===== config.mk =====
export PLATFORM = sky130hd
export DESIGN_NAME = rv32v_fetch2_stage
export DESIGN_NICKNAME = d
export VERILOG_FILES = /design/src/rtl/rv32v_fetch2_stage_pkg.sv /design/src/rtl/rv32v_fetch2_stage_insn_queue.sv /design/src/rtl/rv32v_fetch2_stage.sv
export SDC_FILE = /design/constraint.sdc
export NUM_CORES = 1
export LEC_CHECK = 0
export BUFFER_PORTS_ARGS = -buffer_cell sky130_fd_sc_hd__buf_2
export CORE_ASPECT_RATIO = 0.8
export CORE_UTILIZATION = 57
export DETAILED_ROUTE_END_ITERATION = 12
export GPL_ROUTABILITY_DRIVEN = 1
export PLACE_DENSITY_LB_ADDON = 0.2
export RECOVER_POWER = 50
export SYNTH_ARGS = -nofsm -noshare
export SYNTH_HDL_FRONTEND = slang
export SYNTH_SLANG_ARGS = --single-unit
export TNS_END_PERCENT = 5

===== constraint.sdc =====
create_clock -name clk_i -period 4.7 [get_ports clk_i]
set_input_delay 0.705 -clock clk_i [delete_from_list [all_inputs] [get_ports clk_i]]
set_output_delay 0.705 -clock clk_i [all_outputs]
set_load 0.02 [all_outputs]

===== src/rtl/rv32v_fetch2_stage_pkg.sv =====
// ============================================================================
// Package : rv32v_fetch2_stage_pkg
// Types and helpers shared by the vector fetch2 stage and its instruction queue.
// Revision: 1.0  initial release
// ============================================================================
`default_nettype none

package rv32v_fetch2_stage_pkg;

  // Current vtype element width
  typedef enum logic [1:0] {
    SEW8  = 2'b00,
    SEW16 = 2'b01,
    SEW32 = 2'b10,
    SEW64 = 2'b11
  } sew_t;

  // Major opcodes that carry an explicit memory element width
  typedef enum logic [6:0] {
    LOAD_FP  = 7'b0000111,
    STORE_FP = 7'b0100111
  } opcode_t;

  // Vector memory width field (funct3 of LOAD_FP/STORE_FP)
  typedef enum logic [2:0] {
    VW8  = 3'b000,
    VW16 = 3'b101,
    VW32 = 3'b110,
    VW64 = 3'b111
  } vmem_width_t;

  // One queue entry: instruction word plus fetch exception flags
  typedef struct packed {
    logic        mal;
    logic        fault;
    logic [31:0] instr;
  } vq_entry_t;

  localparam int unsigned ENTRY_W = $bits(vq_entry_t);

  // Result of width decoding: element width and a forced-misaligned flag
  typedef struct packed {
    sew_t eew;
    logic force_mal;
  } eew_dec_t;

  // Map a memory width field to an EEW. 64-bit elements are not supported
  // on this 32-bit datapath, so they are clamped to SEW32 and flagged.
  // Widths that are not vector widths fall back to the current SEW.
  function automatic eew_dec_t width_to_eew(input logic [2:0] width, input sew_t dflt);
    eew_dec_t res;
    res.eew       = dflt;
    res.force_mal = 1'b0;
    case (width)
      VW8:  res.eew = SEW8;
      VW16: res.eew = SEW16;
      VW32: res.eew = SEW32;
      VW64: begin
        res.eew       = SEW32;
        res.force_mal = 1'b1;
      end
      default: res.eew = dflt;
    endcase
    return res;
  endfunction

  // True when the word is a vector load/store whose width field selects EEW
  function automatic logic is_vmem(input logic [31:0] instr);
    return (instr[6:0] == LOAD_FP) || (instr[6:0] == STORE_FP);
  endfunction

endpackage

`default_nettype wire


===== src/rtl/rv32v_fetch2_stage_insn_queue.sv =====
// ============================================================================
// Module  : rv32v_insn_queue
// Circular instruction FIFO, QDEPTH x {mal,fault,instr}. Flush empties it and
// overrides a same-cycle push. Push when full / pop when empty are ignored.
// Revision: 1.0  initial release
// ============================================================================
`default_nettype none

module rv32v_insn_queue
  import rv32v_fetch2_stage_pkg::*;
#(
  parameter int unsigned QDEPTH = 4
) (
  input  logic                      clk_i,
  input  logic                      rst_ni,
  input  logic                      flush_i,
  input  logic                      push_i,
  input  logic [ENTRY_W-1:0]        wdata_i,
  input  logic                      pop_i,
  output logic [ENTRY_W-1:0]        rdata_o,
  output logic                      full_o,
  output logic                      empty_o,
  output logic [$clog2(QDEPTH):0]   count_o
);

  localparam int unsigned PTR_W = $clog2(QDEPTH);
  localparam int unsigned CNT_W = PTR_W + 1;

  logic [ENTRY_W-1:0] mem_q [QDEPTH];
  logic [PTR_W-1:0]   wptr_q, wptr_d;
  logic [PTR_W-1:0]   rptr_q, rptr_d;
  logic [CNT_W-1:0]   count_q, count_d;
  logic               push_ok;
  logic               pop_ok;

  assign full_o  = (count_q == CNT_W'(QDEPTH));
  assign empty_o = (count_q == '0);
  assign count_o = count_q;
  assign rdata_o = mem_q[rptr_q];

  assign push_ok = push_i & ~full_o & ~flush_i;
  assign pop_ok  = pop_i & ~empty_o & ~flush_i;

  // Next-state pointers and count; flush returns everything to empty
  always_comb begin
    wptr_d  = wptr_q;
    rptr_d  = rptr_q;
    count_d = count_q;
    if (flush_i) begin
      wptr_d  = '0;
      rptr_d  = '0;
      count_d = '0;
    end else begin
      wptr_d  = wptr_q + PTR_W'(push_ok);
      rptr_d  = rptr_q + PTR_W'(pop_ok);
      count_d = count_q + CNT_W'(push_ok) - CNT_W'(pop_ok);
    end
  end

  // Pointer and count state, cleared asynchronously
  always_ff @(posedge clk_i or negedge rst_ni) begin
    if (!rst_ni) begin
      wptr_q  <= '0;
      rptr_q  <= '0;
      count_q <= '0;
    end else begin
      wptr_q  <= wptr_d;
      rptr_q  <= rptr_d;
      count_q <= count_d;
    end
  end

  // Entry storage; contents are only meaningful while counted, so no reset
  always_ff @(posedge clk_i) begin
    if (push_ok) begin
      mem_q[wptr_q] <= wdata_i;
    end
  end

endmodule

`default_nettype wire


===== src/rtl/rv32v_fetch2_stage.sv =====
// ============================================================================
// Module  : rv32v_fetch2_stage
// Producer side of the fetch2->decode interface for the vector pipeline.
// Buffers offered instructions, computes EEW and drives one instruction (or a
// bubble) per cycle into decode, honouring stall and flush.
// Optional feature macro: RV32V_F2_BYPASS_EN (empty-queue bypass into the
// output register).
// Revision: 1.0  initial release
// ============================================================================
`default_nettype none

module rv32v_fetch2_stage
  import rv32v_fetch2_stage_pkg::*;
#(
  parameter int unsigned QDEPTH = 4
) (
  input  logic                    clk_i,
  input  logic                    rst_ni,
  input  logic                    vq_valid_i,
  input  logic [31:0]             vq_instr_i,
  input  logic                    vq_fault_i,
  input  logic                    vq_mal_i,
  output logic                    vq_ready_o,
  input  sew_t                    sew_i,
  input  logic                    stall_dec_i,
  input  logic                    flush_dec_i,
  output logic                    f2d_valid_o,
  output logic [31:0]             f2d_instr_o,
  output sew_t                    f2d_eew_o,
  output logic                    f2d_fault_insn_o,
  output logic                    f2d_mal_insn_o,
  output logic [$clog2(QDEPTH):0] occupancy_o
);

  logic               q_full;
  logic               q_empty;
  logic [ENTRY_W-1:0] q_rdata;
  logic               push_acc;
  logic               bypass;
  logic               q_push;
  logic               q_pop;
  vq_entry_t          in_entry;
  vq_entry_t          src_entry;
  logic               src_valid;
  eew_dec_t           dec;

  logic               valid_q;
  logic [31:0]        instr_q;
  sew_t               eew_q;
  logic               fault_q;
  logic               mal_q;

  // Ready comes purely from the registered queue count
  assign vq_ready_o = ~q_full;
  assign push_acc   = vq_valid_i & vq_ready_o;

  assign in_entry.instr = vq_instr_i;
  assign in_entry.fault = vq_fault_i;
  assign in_entry.mal   = vq_mal_i;

`ifdef RV32V_F2_BYPASS_EN
  // An empty, advancing pipe lets the offered word skip the queue
  assign bypass = push_acc & q_empty & ~stall_dec_i & ~flush_dec_i;
`else
  assign bypass = 1'b0;
`endif

  assign q_push = push_acc & ~bypass;
  assign q_pop  = ~stall_dec_i;

  rv32v_insn_queue #(
    .QDEPTH (QDEPTH)
  ) u_queue (
    .clk_i   (clk_i),
    .rst_ni  (rst_ni),
    .flush_i (flush_dec_i),
    .push_i  (q_push),
    .wdata_i (in_entry),
    .pop_i   (q_pop),
    .rdata_o (q_rdata),
    .full_o  (q_full),
    .empty_o (q_empty),
    .count_o (occupancy_o)
  );

  // Select what the output register would load and decode its EEW
  always_comb begin
    src_entry = vq_entry_t'(q_rdata);
    src_valid = ~q_empty;
    if (bypass) begin
      src_entry = in_entry;
      src_valid = 1'b1;
    end
    dec.eew       = sew_i;
    dec.force_mal = 1'b0;
    if (is_vmem(src_entry.instr)) begin
      dec = width_to_eew(src_entry.instr[14:12], sew_i);
    end
  end

  // Output register: flush beats stall, stall holds, otherwise load or bubble
  always_ff @(posedge clk_i or negedge rst_ni) begin
    if (!rst_ni) begin
      valid_q <= 1'b0;
      instr_q <= 32'h0;
      eew_q   <= SEW8;
      fault_q <= 1'b0;
      mal_q   <= 1'b0;
    end else if (flush_dec_i) begin
      valid_q <= 1'b0;
      instr_q <= 32'h0;
      eew_q   <= SEW8;
      fault_q <= 1'b0;
      mal_q   <= 1'b0;
    end else if (!stall_dec_i) begin
      if (src_valid) begin
        valid_q <= 1'b1;
        instr_q <= src_entry.instr;
        eew_q   <= dec.eew;
        fault_q <= src_entry.fault;
        mal_q   <= src_entry.mal | dec.force_mal;
      end else begin
        valid_q <= 1'b0;
        instr_q <= 32'h0;
        eew_q   <= SEW8;
        fault_q <= 1'b0;
        mal_q   <= 1'b0;
      end
    end
  end

  assign f2d_valid_o      = valid_q;
  assign f2d_instr_o      = instr_q;
  assign f2d_eew_o        = eew_q;
  assign f2d_fault_insn_o = fault_q;
  assign f2d_mal_insn_o   = mal_q;

endmodule

`default_nettype wire


==> summary.txt, run 1 <==
Routing
  – First-pass iteration count of the detailed router: 4
  – Final wirelength: 11,800 um
  – Initial DRC count: 234
  – Vias per cell: 5.80
  – DR vias: 3,259
  – Wirelength per Cell: 21.1 um
  – ANT nets after route: 0
  – Residual DRC: 0

Clocking
  – Cts repair resizes: 0
  – Total CTS buffers: 17
  – Post-CTS Hold Buffers: 0
  – Clock buffer depth: 2
  – Clock slew at reported path FFs: 0.06 ns
  – Clock Sinks: 180
  – Worst skew pair latency: 0.42 ns
  – TritonCTS clock tree: done
  – Root buffer cell: clkbuf_16
  – Htree depth: 4
  – Post-CTS Setup Inserts: 0

Global routing
  – Gr ovfl total: 0
  – First-pass GRT wire length: 18,200 um
  – Largest net degree at the start of global routing: 45
  – Initial antenna violation count: 0
  – Global Route Usage Sum: 0.215
  – Vias in the first global route: 3,349

Worst setup path
  – Crit path to: f2d_mal_insn_o$_DFFE_PN0P_
  – Startpoint types: primary input
  – Critical path endpoint category: flop
  – Crit-path max FO: 37
  – Critical path arrival: 3.55 ns
  – Critical R2R Launch: u_queue.rptr_q[0]$_DFF_PN0_
  – Worst Path Required: 5.06 ns
  – Worst R2R Path Depth: 4
  – Critical Path Start: flush_dec_i
  – Critical path class: in -> reg
  – Worst r2r dst: f2d_eew_o[1]$_DFFE_PN0P_
  – Worst reg-to-reg setup slack: 1.92 ns

Cells and area
  – Fin area: 0.00780 mm^2
  – Fillcell total: 788
  – Nets: 447
  – Area used by multi-input combinational logic: 0.00145 mm^2
  – FF+latch area: 0.00519 mm^2
  – Non-filler instance count after layout: 562
  – Core Util, Final: 0.677
  – Share of cells above drive strength 1: 0.244
  – # diodes: 0
  – Layout area overhead: 16.1%

Power and ir drop
  – Tot Pwr: 3.80 mW
  – Pwr/cell area: 488 mW/mm^2
  – Worst vdd ir: 0.000295 V
  – Leakage power: 2.83 nW

STA
  – RSZ-0062 raised after global routing: no
  – Worst Tran Pin Value: 2.95 ns
  – Slew Viols, Final: 83
  – Hold Slack: 0.494 ns
  – Final worst path period share: 0.678
  – Max Clock Freq: 0.314 GHz
  – Final Hold Vio Count: 0
  – Max-slew headroom: -0.969
  – Layout Skew: 0.00691 ns
  – Worst setup margin: 1.51 ns
  – Min Tclk post-route: 3.19 ns
  – Number of setup violations in the final report: 0
  – Setup_tns: 0 ns

Flow run
  – Max_cap viols: 2

Die
  – DIE AREA: 0.0122 mm^2
  – Row cnt: 35
  – Die W: 123 um
  – Core ar.: 0.0115 mm^2
  – Die height: 99.1 um
  – I/O Pins: 82
  – Starting Density: 0.583

Synthesis
  – Leading post-synthesis cells by cell area: edfxtp_1 (61%), dfrtp_1 (16%), mux4_2 (9.1%)
  – Yosys cell types: 34
  – Compound-Gate Fraction of Synth Area: 0.0520
  – Top-area cell type share of the netlist area: 0.608
  – Post-synthesis adder-cell area fraction: 0.0104
  – Share of synthesized registers carrying an async set or reset: 0.244
  – Syn Area/Cell: 21.5 um^2
  – Mapped Area: 0.00672 mm^2
  – Simple-gate share of the synthesized area: 0.0255
  – Sequential share of the synthesized area: 0.772
  – Post-synthesis xor/xnor area fraction: 0.00652
  – Post-synth top area cell: edfxtp_1
  – Yosys synthesis warning count: 0
  – Top_reg_cell synth: edfxtp_1
  – Main combinational cell family by area after synthesis: multiplexers
  – Most common cell in the synthesized netlist: edfxtp_1
  – Post-Synthesis Net Count: 359
  – Mux share of post-synthesis cell area: 0.118
  – Seq cells post-synth: 180
  – EDFF count, synth: 136
  – Mapped Cells: 313
  – Most common library cells after synthesis: edfxtp_1 (136), dfrtp_1 (44), a22o_1 (34)

Place
  – Pre-CTS setup slack: 1.89 ns
  – Post-place instance area: 0.00729 mm^2
  – Port buffer count: 81
  – Final Wtd Congestion: 0.757
  – Placed insts: 530
  – DP Wirelength: 6660 um

Outcome
  – Failing checks: max-capacitance violations, max-slew violations
  – Status: finished, violations left

Worst hold path
  – Min-Delay Path Class: reg -> reg
  – Hold Path Stages: 1
==> how the worst min path moves through the flow <==
stage / start / endpoint / slack (ns)
CTS: rst_ni / f2d_instr_o[18]$_DFFE_PN0P_ / 0.39
detailed placement: f2d_valid_o$_DFFE_PN0P_ / f2d_valid_o$_DFFE_PN0P_ / 0.48
floorplan: rst_ni / f2d_eew_o[0]$_DFFE_PN0P_ / 0.41
global route: f2d_instr_o[10]$_DFFE_PN0P_ / f2d_instr_o[10]$_DFFE_PN0P_ / 0.53
global placement: f2d_valid_o$_DFFE_PN0P_ / f2d_valid_o$_DFFE_PN0P_ / 0.46
finish: f2d_valid_o$_DFFE_PN0P_ / f2d_valid_o$_DFFE_PN0P_ / 0.49
==> cell families (layout without fill, tap and decap cells) <==
kind of cell	Yosys count	after routing
AOI/OAI and AO/OA	40	40
xor gates and xnor gates	5	5
adders and majority gates	5	5
buffers and inverters	22	123
DFF	180	180
muxes	34	34
and+or+nand+nor	27	27
==> power by group <==
part | total, mW | internal (mW) | switching (mW)
Combinational | 0.502 | 0.225 | 0.277
Sequential | 1.92 | 1.83 | 0.0870
Clock | 1.39 | 0.792 | 0.593
Total | 3.80 | 2.85 | 0.957
==> routing by layer <==
| metal | vias to the layer above | global-route usage | share of wire |
|---|---|---|---|
| met4 | 0 | 0.0862 | 0.0094 |
| met2 | 102 | 0.341 | 0.50 |
| met5 | - | 0 | 0 |
| li1 | 1463 | - | - |
| met3 | 9 | 0.0522 | 0.055 |
| met1 | 1685 | 0.290 | 0.44 |
==> critical path, stage by stage <==
cell and delay, ns:
buf_2 0.17, nor2b_1 2.19, a22o_1 0.39, a21o_1 0.09
==> layout make-up <==
type / count / area share
multi-input combinational: 111 / 0.185
clock buffer: 19 / 0.0555
timing repair buffer: 86 / 0.0485
clock inverter: 13 / 0.0193
tap: 148 / 0.0237
inverter: 5 / 0.00241
sequential: 180 / 0.665
==> registers in the layout, summed over array words and instances, names as in the netlist <==
signal            count
u_queue.mem_q       136
f2d_instr_o          32
u_queue.count_o       3
f2d_eew_o             2
u_queue.rptr_q        2
u_queue.wptr_q        2
f2d_fault_insn_o      1
f2d_mal_insn_o        1
f2d_valid_o           1
==> placed cells by master, fill, tap and decap left out, drive strengths merged, types with 2 or more instances in the layout <==
master and count:
nor2b 4, nor3 4, ha 4, edfxtp 136
bufinv 2, nand2 3, xor2 2, clkinv 5
inv 9, xnor2 3, clkbuf 69, a22o 34
a21o 2, clkinvlp 2, buf 36, mux4 34
dfrtp 44, nor2 6
No activity file was read; power rests on OpenSTA's default activity.
==> run 2, diff against run 1 <==
Settings changed: ABC_AREA set to 1, CORE_UTILIZATION 57 to 52.
Clock period 4.7 ns to 2.8 ns, I/O delays scaled along.
==> run 2 against run 1 <==
Compared with the run above:
- the flow now finishes without violations
- sequential power grew 65%
- register-to-register slack worse by 1.3 ns
- first-iteration DRC count increased by 23%
- cell area is 2.5% higher
- largest cell class unchanged
- clock-buffer cell count unchanged
- clock skew grew 0.0039 ns
- synthesized area up 3.4%
- synthesized cell count rose by 67%
- non-clock buffer count is 4 higher
==> summary.txt, run 2 <==
Worst setup path
  – Max incr delay on CP: 0.58 ns (was 2.19 ns)
  – Crit-path max FO: 54 (was 37)
  – Worst R2R Path Depth: 11 (was 4)
  – Critical R2R Launch: u_queue.rptr_q[0]$_DFF_PN0_ (unchanged)
  – Critical path class: reg -> reg (was in -> reg)
  – Critical Path Start: u_queue.rptr_q[0]$_DFF_PN0_ (was flush_dec_i)
  – Worst Path Required: 3.17 ns (was 5.06 ns)
  – Startpoint types: flop (was primary input)
  – Most Frequent Cell on Critical Path: nand2_1
  – Worst reg-to-reg setup slack: 0.67 ns (was 1.92 ns)
  – Worst r2r dst: f2d_eew_o[1]$_DFFE_PN0P_ (unchanged)
  – Critical path arrival: 2.50 ns (was 3.55 ns)
  – Slowest-stage cell, CP: dfrtp_2 (was nor2b_1)
  – Crit path to: f2d_eew_o[1]$_DFFE_PN0P_ (was f2d_mal_insn_o$_DFFE_PN0P_)
  – Sequence of cells on the critical path: buf_4 > nand2_1 > nand3_1 > nand2_1 > nor2_2 > nand2_2 > nor2_4 > inv_2 > nand2_1 > nand3_1 > nand2_1 (was buf_2 > nor2b_1 > a22o_1 > a21o_1)
  – Critical path endpoint category: flop (unchanged)

Routing
  – DR vias: 4,262 (was 3,259)
  – Vias per cell: 5.39 (was 5.80)
  – Wirelength per Cell: 17.4 um (was 21.1 um)
  – Final wirelength: 13,700 um (was 11,800 um)
  – First-pass iteration count of the detailed router: 5 (was 4)
  – ANT nets after route: 0 (unchanged)
  – Residual DRC: 0 (unchanged)
  – Initial DRC count: 287 (was 234)

Global routing
  – Largest net degree at the start of global routing: 68 (was 45)
  – Vias in the first global route: 4,128 (was 3,349)
  – Initial antenna violation count: 0 (unchanged)
  – Gr ovfl total: 0 (unchanged)
  – Global Route Usage Sum: 0.215 (about the same)
  – First-pass GRT wire length: 21,800 um (was 18,200 um)

Die
  – I/O Pins: 82 (unchanged)
  – DIE AREA: 0.0138 mm^2 (was 0.0122 mm^2)
  – Die W: 131 um (was 123 um)
  – Die height: 105 um (was 99.1 um)
  – Row cnt: 37 (was 35)
  – Starting Density: 0.536 (was 0.583)
  – Core ar.: 0.0130 mm^2 (was 0.0115 mm^2)

Clocking
  – Post-CTS Hold Buffers: 0 (unchanged)
  – Post-CTS Setup Inserts: 0 (unchanged)
  – Htree depth: 4 (unchanged)
  – TritonCTS clock tree: done (unchanged)
  – Root buffer cell: clkbuf_16 (unchanged)
  – Total CTS buffers: 17 (unchanged)
  – Cts repair resizes: 0 (unchanged)
  – Clock Sinks: 180 (unchanged)
  – Clock slew at reported path FFs: 0.06 ns (about the same)
  – Clock buffer depth: 2 (unchanged)
  – Worst skew pair latency: 0.43 ns (was 0.42 ns)

Cells and area
  – Fin area: 0.00799 mm^2 (was 0.00780 mm^2)
  – Reg with most FFs: u_queue.mem_q (unchanged)
  – Nets: 648 (was 447)
  – Most frequent cells in the layout: edfxtp_1 (136), nand2_1 (72), o21ai_0 (57) (was edfxtp_1 (136), clkbuf_1 (52), dfrtp_1 (42))
  – Commonest non-fill, non-tap cell in the layout: edfxtp_1 (unchanged)
  – Fillcell total: 1,026 (was 788)
  – Core Util, Final: 0.617 (was 0.677)
  – Share of cells above drive strength 1: 0.137 (was 0.244)
  – Max reg flops: 136 (unchanged)
  – Layout area overhead: 15.1% (was 16.1%)
  – # diodes: 0 (unchanged)

Synthesis
  – Compound-Gate Fraction of Synth Area: 0.0978 (was 0.0520)
  – Top-area cell type share of the netlist area: 0.588 (was 0.608)
  – Post-Synthesis Net Count: 568 (was 359)
  – Syn Area/Cell: 13.3 um^2 (was 21.5 um^2)
  – EDFF count, synth: 136 (unchanged)
  – Most common cell in the synthesized netlist: edfxtp_1 (unchanged)
  – Leading post-synthesis cells by cell area: edfxtp_1 (59%), dfrtp_1 (16%), o21ai_0 (4.1%) (was edfxtp_1 (61%), dfrtp_1 (16%), mux4_2 (9.1%))
  – Most common library cells after synthesis: edfxtp_1 (136), nand2_1 (72), o21ai_0 (57) (was edfxtp_1 (136), dfrtp_1 (44), a22o_1 (34))
  – Post-synth top area cell: edfxtp_1 (unchanged)
  – Post-synthesis xor/xnor area fraction: 0.00378 (was 0.00652)
  – Mux share of post-synthesis cell area: 0 (was 0.118)
  – Sequential share of the synthesized area: 0.747 (was 0.772)
  – Top_reg_cell synth: edfxtp_1 (unchanged)
  – Simple-gate share of the synthesized area: 0.102 (was 0.0255)
  – Mapped Area: 0.00695 mm^2 (was 0.00672 mm^2)
  – Post-synthesis adder-cell area fraction: 0.0101 (was 0.0104)
  – Seq cells post-synth: 180 (unchanged)
  – Share of synthesized registers carrying an async set or reset: 0.244 (unchanged)
  – Yosys cell types: 29 (was 34)
  – Yosys synthesis warning count: 0 (unchanged)
  – Main combinational cell family by area after synthesis: simple AND/OR/NAND/NOR gates (was multiplexers)
  – Mapped Cells: 522 (was 313)

Place
  – Port buffer count: 81 (unchanged)
  – Final Wtd Congestion: 0.721 (was 0.757)
  – DP Wirelength: 7800 um (was 6660 um)
  – Post-place instance area: 0.00749 mm^2 (was 0.00729 mm^2)

STA
  – Number of setup violations in the final report: 0 (unchanged)
  – Setup_tns: 0 ns (unchanged)
  – Final Hold Vio Count: 0 (unchanged)
  – Max-slew headroom: 0.205 (was -0.969)
  – Final worst path period share: 0.761
  – Max Clock Freq: 0.469 GHz
  – Worst Tran Pin Value: 1.19 ns (was 2.95 ns)
  – RSZ-0062 raised after global routing: no (unchanged)
  – Layout Skew: 0.0108 ns (was 0.00691 ns)
  – Slew Viols, Final: 0 (was 83)
  – Min Tclk post-route: 2.13 ns

Power and ir drop
  – Pwr/cell area: 804 mW/mm^2 (was 488 mW/mm^2)
  – Worst vdd ir: 0.000471 V (was 0.000295 V)
  – Tot Pwr: 6.43 mW (was 3.80 mW)
  – Leakage power: 3.08 nW (was 2.83 nW)

Outcome
  – Status: finished, final reports clean (was finished, violations left)

Flow run
  – Max_cap viols: 0 (was 2)

Worst hold path
  – Min-Delay Path Class: in -> async (was reg -> reg)
## run 2: area by class of cell
type | instances | area (um^2) | share of cell area
well taps | 175 | 219 | 0.0274
multi-input cells | 288 | 1520 | 0.190
flip-flops and latches | 180 | 5190 | 0.649
inverters | 25 | 98.8 | 0.0124
clock buffers | 19 | 433 | 0.0542
repair buffers | 90 | 405 | 0.0507
clock inverters | 13 | 134 | 0.0168
## run 2: kinds of logic (layout without fill, tap and decap cells)
kind of cell             after synthesis  in the layout
flip-flops                           180            180
AND/OR/NAND/NOR                      169            169
AO/OA/AOI/OAI                        111            111
buffers and inverters                 54            147
adder cells (fa/ha/maj)                5              5
XOR/XNOR                               3              3
## run 2: how the worst min path moves through the flow
| stage | to | slack (ns) | cells after the start | start |
|---|---|---|---|---|
| 3_5_place_dp | f2d_eew_o[1]$_DFFE_PN0P_ | 0.47 | 2 | f2d_eew_o[1]$_DFFE_PN0P_ |
| 6_report | f2d_instr_o[7]$_DFFE_PN0P_ | 0.23 | 1 | rst_ni |
| 5_1_grt | u_queue.mem_q[3][24]$_DFFE_PP_ | 0.23 | 1 | vq_instr_i[24] |
| 3_3_place_gp | f2d_valid_o$_DFFE_PN0P_ | 0.46 | 2 | f2d_valid_o$_DFFE_PN0P_ |
| 4_1_cts | u_queue.mem_q[0][3]$_DFFE_PP_ | 0.18 | 1 | vq_instr_i[3] |
| 2_1_floorplan | f2d_eew_o[0]$_DFFE_PN0P_ | 0.12 | 0 | rst_ni |
## run 2: stage by stage
| step | hold slack, ns | cells | setup slack [ns] |
|---|---|---|---|
| floorplan | 0.124 | 522 | -1.01 |
| global route | 0.235 | 790 | 0.464 |
| finish | 0.228 | 790 | 0.670 |
| global placement | 0.459 | 758 | 0.808 |
| detailed placement | 0.467 | 758 | 0.711 |
| CTS | 0.184 | 790 | 0.686 |
## run 2: routing by layer
layer | vias up | GRT usage | share of wire
met5 | - | 0 | 0
met4 | 0 | 0.0840 | 0.012
met3 | 15 | 0.0553 | 0.043
met2 | 108 | 0.342 | 0.48
met1 | 2107 | 0.286 | 0.46
li1 | 2032 | - | -
## run 2: power breakdown
group,internal (mW),switching [mW],total [mW]
registers,3.07,0.105,3.17
logic,0.303,0.680,0.983
clock network,1.31,0.962,2.27
total,4.68,1.75,6.43
## run 2: worst max-delay path: cells and delay by family, from the launching register on
family,cells,cell delay (ns)
AND/OR/NAND/NOR,9,0.89
flip-flops,1,0.58
buffers and inverters,2,0.57
==> run 3, diff against run 2 <==
Clock period 2.8 ns to 1.7 ns, I/O delays scaled along.
==> run 3 against run 2 <==
Compared with the run above:
- the flow now finishes with violations (negative setup slack)
- critical endpoint is now u_queue.count_o[2]$_DFF_PN0_
- register-to-register slack got worse by 0.83 ns
- fmax rose by 14%
- sequential power is 64% higher
- cell area rose by 9.3%
- worst setup slack worse by 0.83 ns
- clock skew decreased by 0.0033 ns
- total power up 73%
- via count up 6.3%
- utilization rose by 5.8 points
- worst hold slack lost 0.14 ns
==> summary.txt, run 3 (synthesis gave the netlist of run 2 again) <==
Outcome
  – Status: finished, violations left (was finished, final reports clean)
  – Failing checks: negative setup slack

Worst setup path
  – Worst Path Required: 2.05 ns (was 3.17 ns)
  – Startpoint types: flop (unchanged)
  – Sequence of cells on the critical path: nor3_2 > nor3_2 > ha_1 > inv_1 > ha_1 > inv_2 > fa_2 > xor2_1 > nor2_1 (was buf_4 > nand2_1 > nand3_1 > nand2_1 > nor2_2 > nand2_2 > nor2_4 > inv_2 > nand2_1 > nand3_1 > nand2_1)
  – Slowest-stage cell, CP: dfrtp_2 (unchanged)
  – Crit-path max FO: 2 (was 54)
  – Max incr delay on CP: 0.41 ns (was 0.58 ns)
  – Critical path arrival: 2.21 ns (was 2.50 ns)
  – Critical path endpoint category: flop (unchanged)
  – Critical path class: reg -> reg (unchanged)

Flow run
  – Max_cap viols: 0 (unchanged)

STA
  – Final worst path period share: 1.10 (was 0.761)
  – Final Hold Vio Count: 0 (unchanged)
  – Slew Viols, Final: 0 (unchanged)
  – Number of setup violations in the final report: 122 (was 0)
  – Min Tclk post-route: 1.86 ns (was 2.13 ns)
  – Layout Skew: 0.00750 ns (was 0.0108 ns)
  – RSZ-0062 raised after global routing: yes (was no)
  – Max Clock Freq: 0.537 GHz (was 0.469 GHz)
  – Worst setup margin: -0.163 ns (was 0.670 ns)
  – Worst Tran Pin Value: 0.477 ns (was 1.19 ns)
  – Max-slew headroom: 0.682 (was 0.205)

Routing
  – Vias per cell: 5.46 (was 5.39)
  – ANT nets after route: 0 (unchanged)
  – Residual DRC: 0 (unchanged)
  – Final wirelength: 15,900 um (was 13,700 um)
  – First-pass iteration count of the detailed router: 6 (was 5)
  – DR vias: 4,531 (was 4,262)
  – Wirelength per Cell: 19.1 um (was 17.4 um)
  – Initial DRC count: 411 (was 287)

Clocking
  – Clock slew at reported path FFs: 0.06 ns (about the same)
  – Clock Sinks: 180 (unchanged)
  – Root buffer cell: clkbuf_16 (unchanged)
  – Total CTS buffers: 17 (unchanged)
  – TritonCTS clock tree: done (unchanged)
  – Htree depth: 4 (unchanged)
  – Worst skew pair latency: 0.43 ns (about the same)
  – Clock buffer depth: 2 (unchanged)

Global routing
  – Gr ovfl total: 0 (unchanged)
  – Vias in the first global route: 4,370 (was 4,128)
  – First-pass GRT wire length: 23,600 um (was 21,800 um)
  – Largest net degree at the start of global routing: 38 (was 68)
  – Global Route Usage Sum: 0.232 (was 0.215)
  – Initial antenna violation count: 0 (unchanged)

Place
  – Post-place instance area: 0.00780 mm^2 (was 0.00749 mm^2)
  – Port buffer count: 81 (unchanged)
  – Pre-CTS setup slack: -0.226 ns (was 0.711 ns)
  – Final Wtd Congestion: 0.744 (was 0.721)
  – DP Wirelength: 9270 um (was 7800 um)

Die
  – Row cnt: 37 (unchanged)
  – I/O Pins: 82 (unchanged)
  – DIE AREA: 0.0138 mm^2 (unchanged)
  – Die height: 105 um (unchanged)
  – Die W: 131 um (unchanged)
  – Core ar.: 0.0130 mm^2 (unchanged)
  – Starting Density: 0.536 (unchanged)

Cells and area
  – # diodes: 0 (unchanged)
  – Max reg flops: 136 (unchanged)
  – Share of cells above drive strength 1: 0.266 (was 0.137)
  – Core Util, Final: 0.674 (was 0.617)
  – Layout area overhead: 25.8% (was 15.1%)
  – Commonest non-fill, non-tap cell in the layout: edfxtp_1 (unchanged)
  – Reg with most FFs: u_queue.mem_q (unchanged)
  – Most frequent cells in the layout: edfxtp_1 (136), nand2_1 (58), o21ai_0 (56) (was edfxtp_1 (136), nand2_1 (72), o21ai_0 (57))
  – Nets: 688 (was 648)
  – Fillcell total: 919 (was 1,026)
  – Fin area: 0.00874 mm^2 (was 0.00799 mm^2)

Power and ir drop
  – Pwr/cell area: 1280 mW/mm^2 (was 804 mW/mm^2)
  – Worst vdd ir: 0.000864 V (was 0.000471 V)
  – Leakage power: 3.51 nW (was 3.08 nW)

Worst hold path
  – Min-Delay Path Class: in -> reg (was in -> async)
-- run 3: what timing repair did --
action | 4_1_cts | 5_1_grt
gates resized for setup | 9 | 55
setup endpoints to repair | 141 | 150
endpoints found under the hold margin | 15 | 0
hold buffers | 1 | 0
cloned | 1 | 4
setup buffers | 3 | 9
pin swaps | 3 | 25
-- run 3: worst max-delay path, delay by kind of cell, from the launching register on --
kind	cells	cell delay [ns]
adder cells (fa/ha/maj)	3	0.75
AND/OR/NAND/NOR	3	0.37
buffers and inverters	2	0.10
XOR/XNOR	1	0.17
flip-flops	1	0.41
-- run 3: per-layer routing --
layer | wire length, um | up-vias | track usage
met5 | 0 | - | 0
met4 | 218 | 0 | 0.0866
met3 | 822 | 21 | 0.0568
met2 | 7510 | 127 | 0.361
met1 | 7310 | 2265 | 0.319
li1 | - | 2118 | -
-- run 3: area by class of cell --
type / count / area (um^2) / share of cell area
Sequential cell: 180 / 5190 / 0.594
Multi-Input combinational cell: 288 / 1700 / 0.195
Timing Repair Buffer: 129 / 966 / 0.111
Clock buffer: 24 / 493 / 0.0564
Tap cell: 175 / 219 / 0.0251
Inverter: 25 / 109 / 0.0125
Clock inverter: 8 / 50.0 / 0.00573
Timing Repair inverter: 1 / 11.3 / 0.00129
-- run 3: power breakdown --
part | internal (mW) | total (mW) | leakage [nW] | switching (mW)
Sequential | 5.06 | 5.20 | 1.83 | 0.143
Clock | 2.03 | 3.61 | 0.265 | 1.59
Combinational | 0.917 | 2.34 | 1.41 | 1.42
Total | 8.00 | 11.2 | 3.51 | 3.15
-- run 3: through the flow --
stage	std cells	setup TNS [ns]	hold WS [ns]	power (mW)
3_5_place_dp	780	-3.70	0.242	7.20
4_1_cts	817	-3.80	0.0280	10.9
3_3_place_gp	780	-1.31	0.231	7.14
6_report	830	-4.91	0.0907	11.2
2_1_floorplan	522	-64.77	-0.0406	6.49
5_1_grt	830	-12.03	0.0755	11.6
-- run 3: worst paths after layout --
kind                                                   start                             end  slack [ns]  cells past startpoint
worst max-delay path            u_queue.count_o[2]$_DFF_PN0_    u_queue.count_o[2]$_DFF_PN0_       -0.16                      9
worst min-delay path                          vq_instr_i[16]  u_queue.mem_q[2][16]$_DFFE_PP_        0.09                      1
worst max register to register  u_queue.count_o[2]$_DFF_PN0_    u_queue.count_o[2]$_DFF_PN0_       -0.16                      9
worst min register to register      f2d_eew_o[0]$_DFFE_PN0P_        f2d_eew_o[0]$_DFFE_PN0P_        0.47                      2
max in group asynchronous                             rst_ni     u_queue.rptr_q[0]$_DFF_PN0_        0.85                      3
min in group asynchronous                             rst_ni      f2d_instr_o[5]$_DFFE_PN0P_        0.32                      2
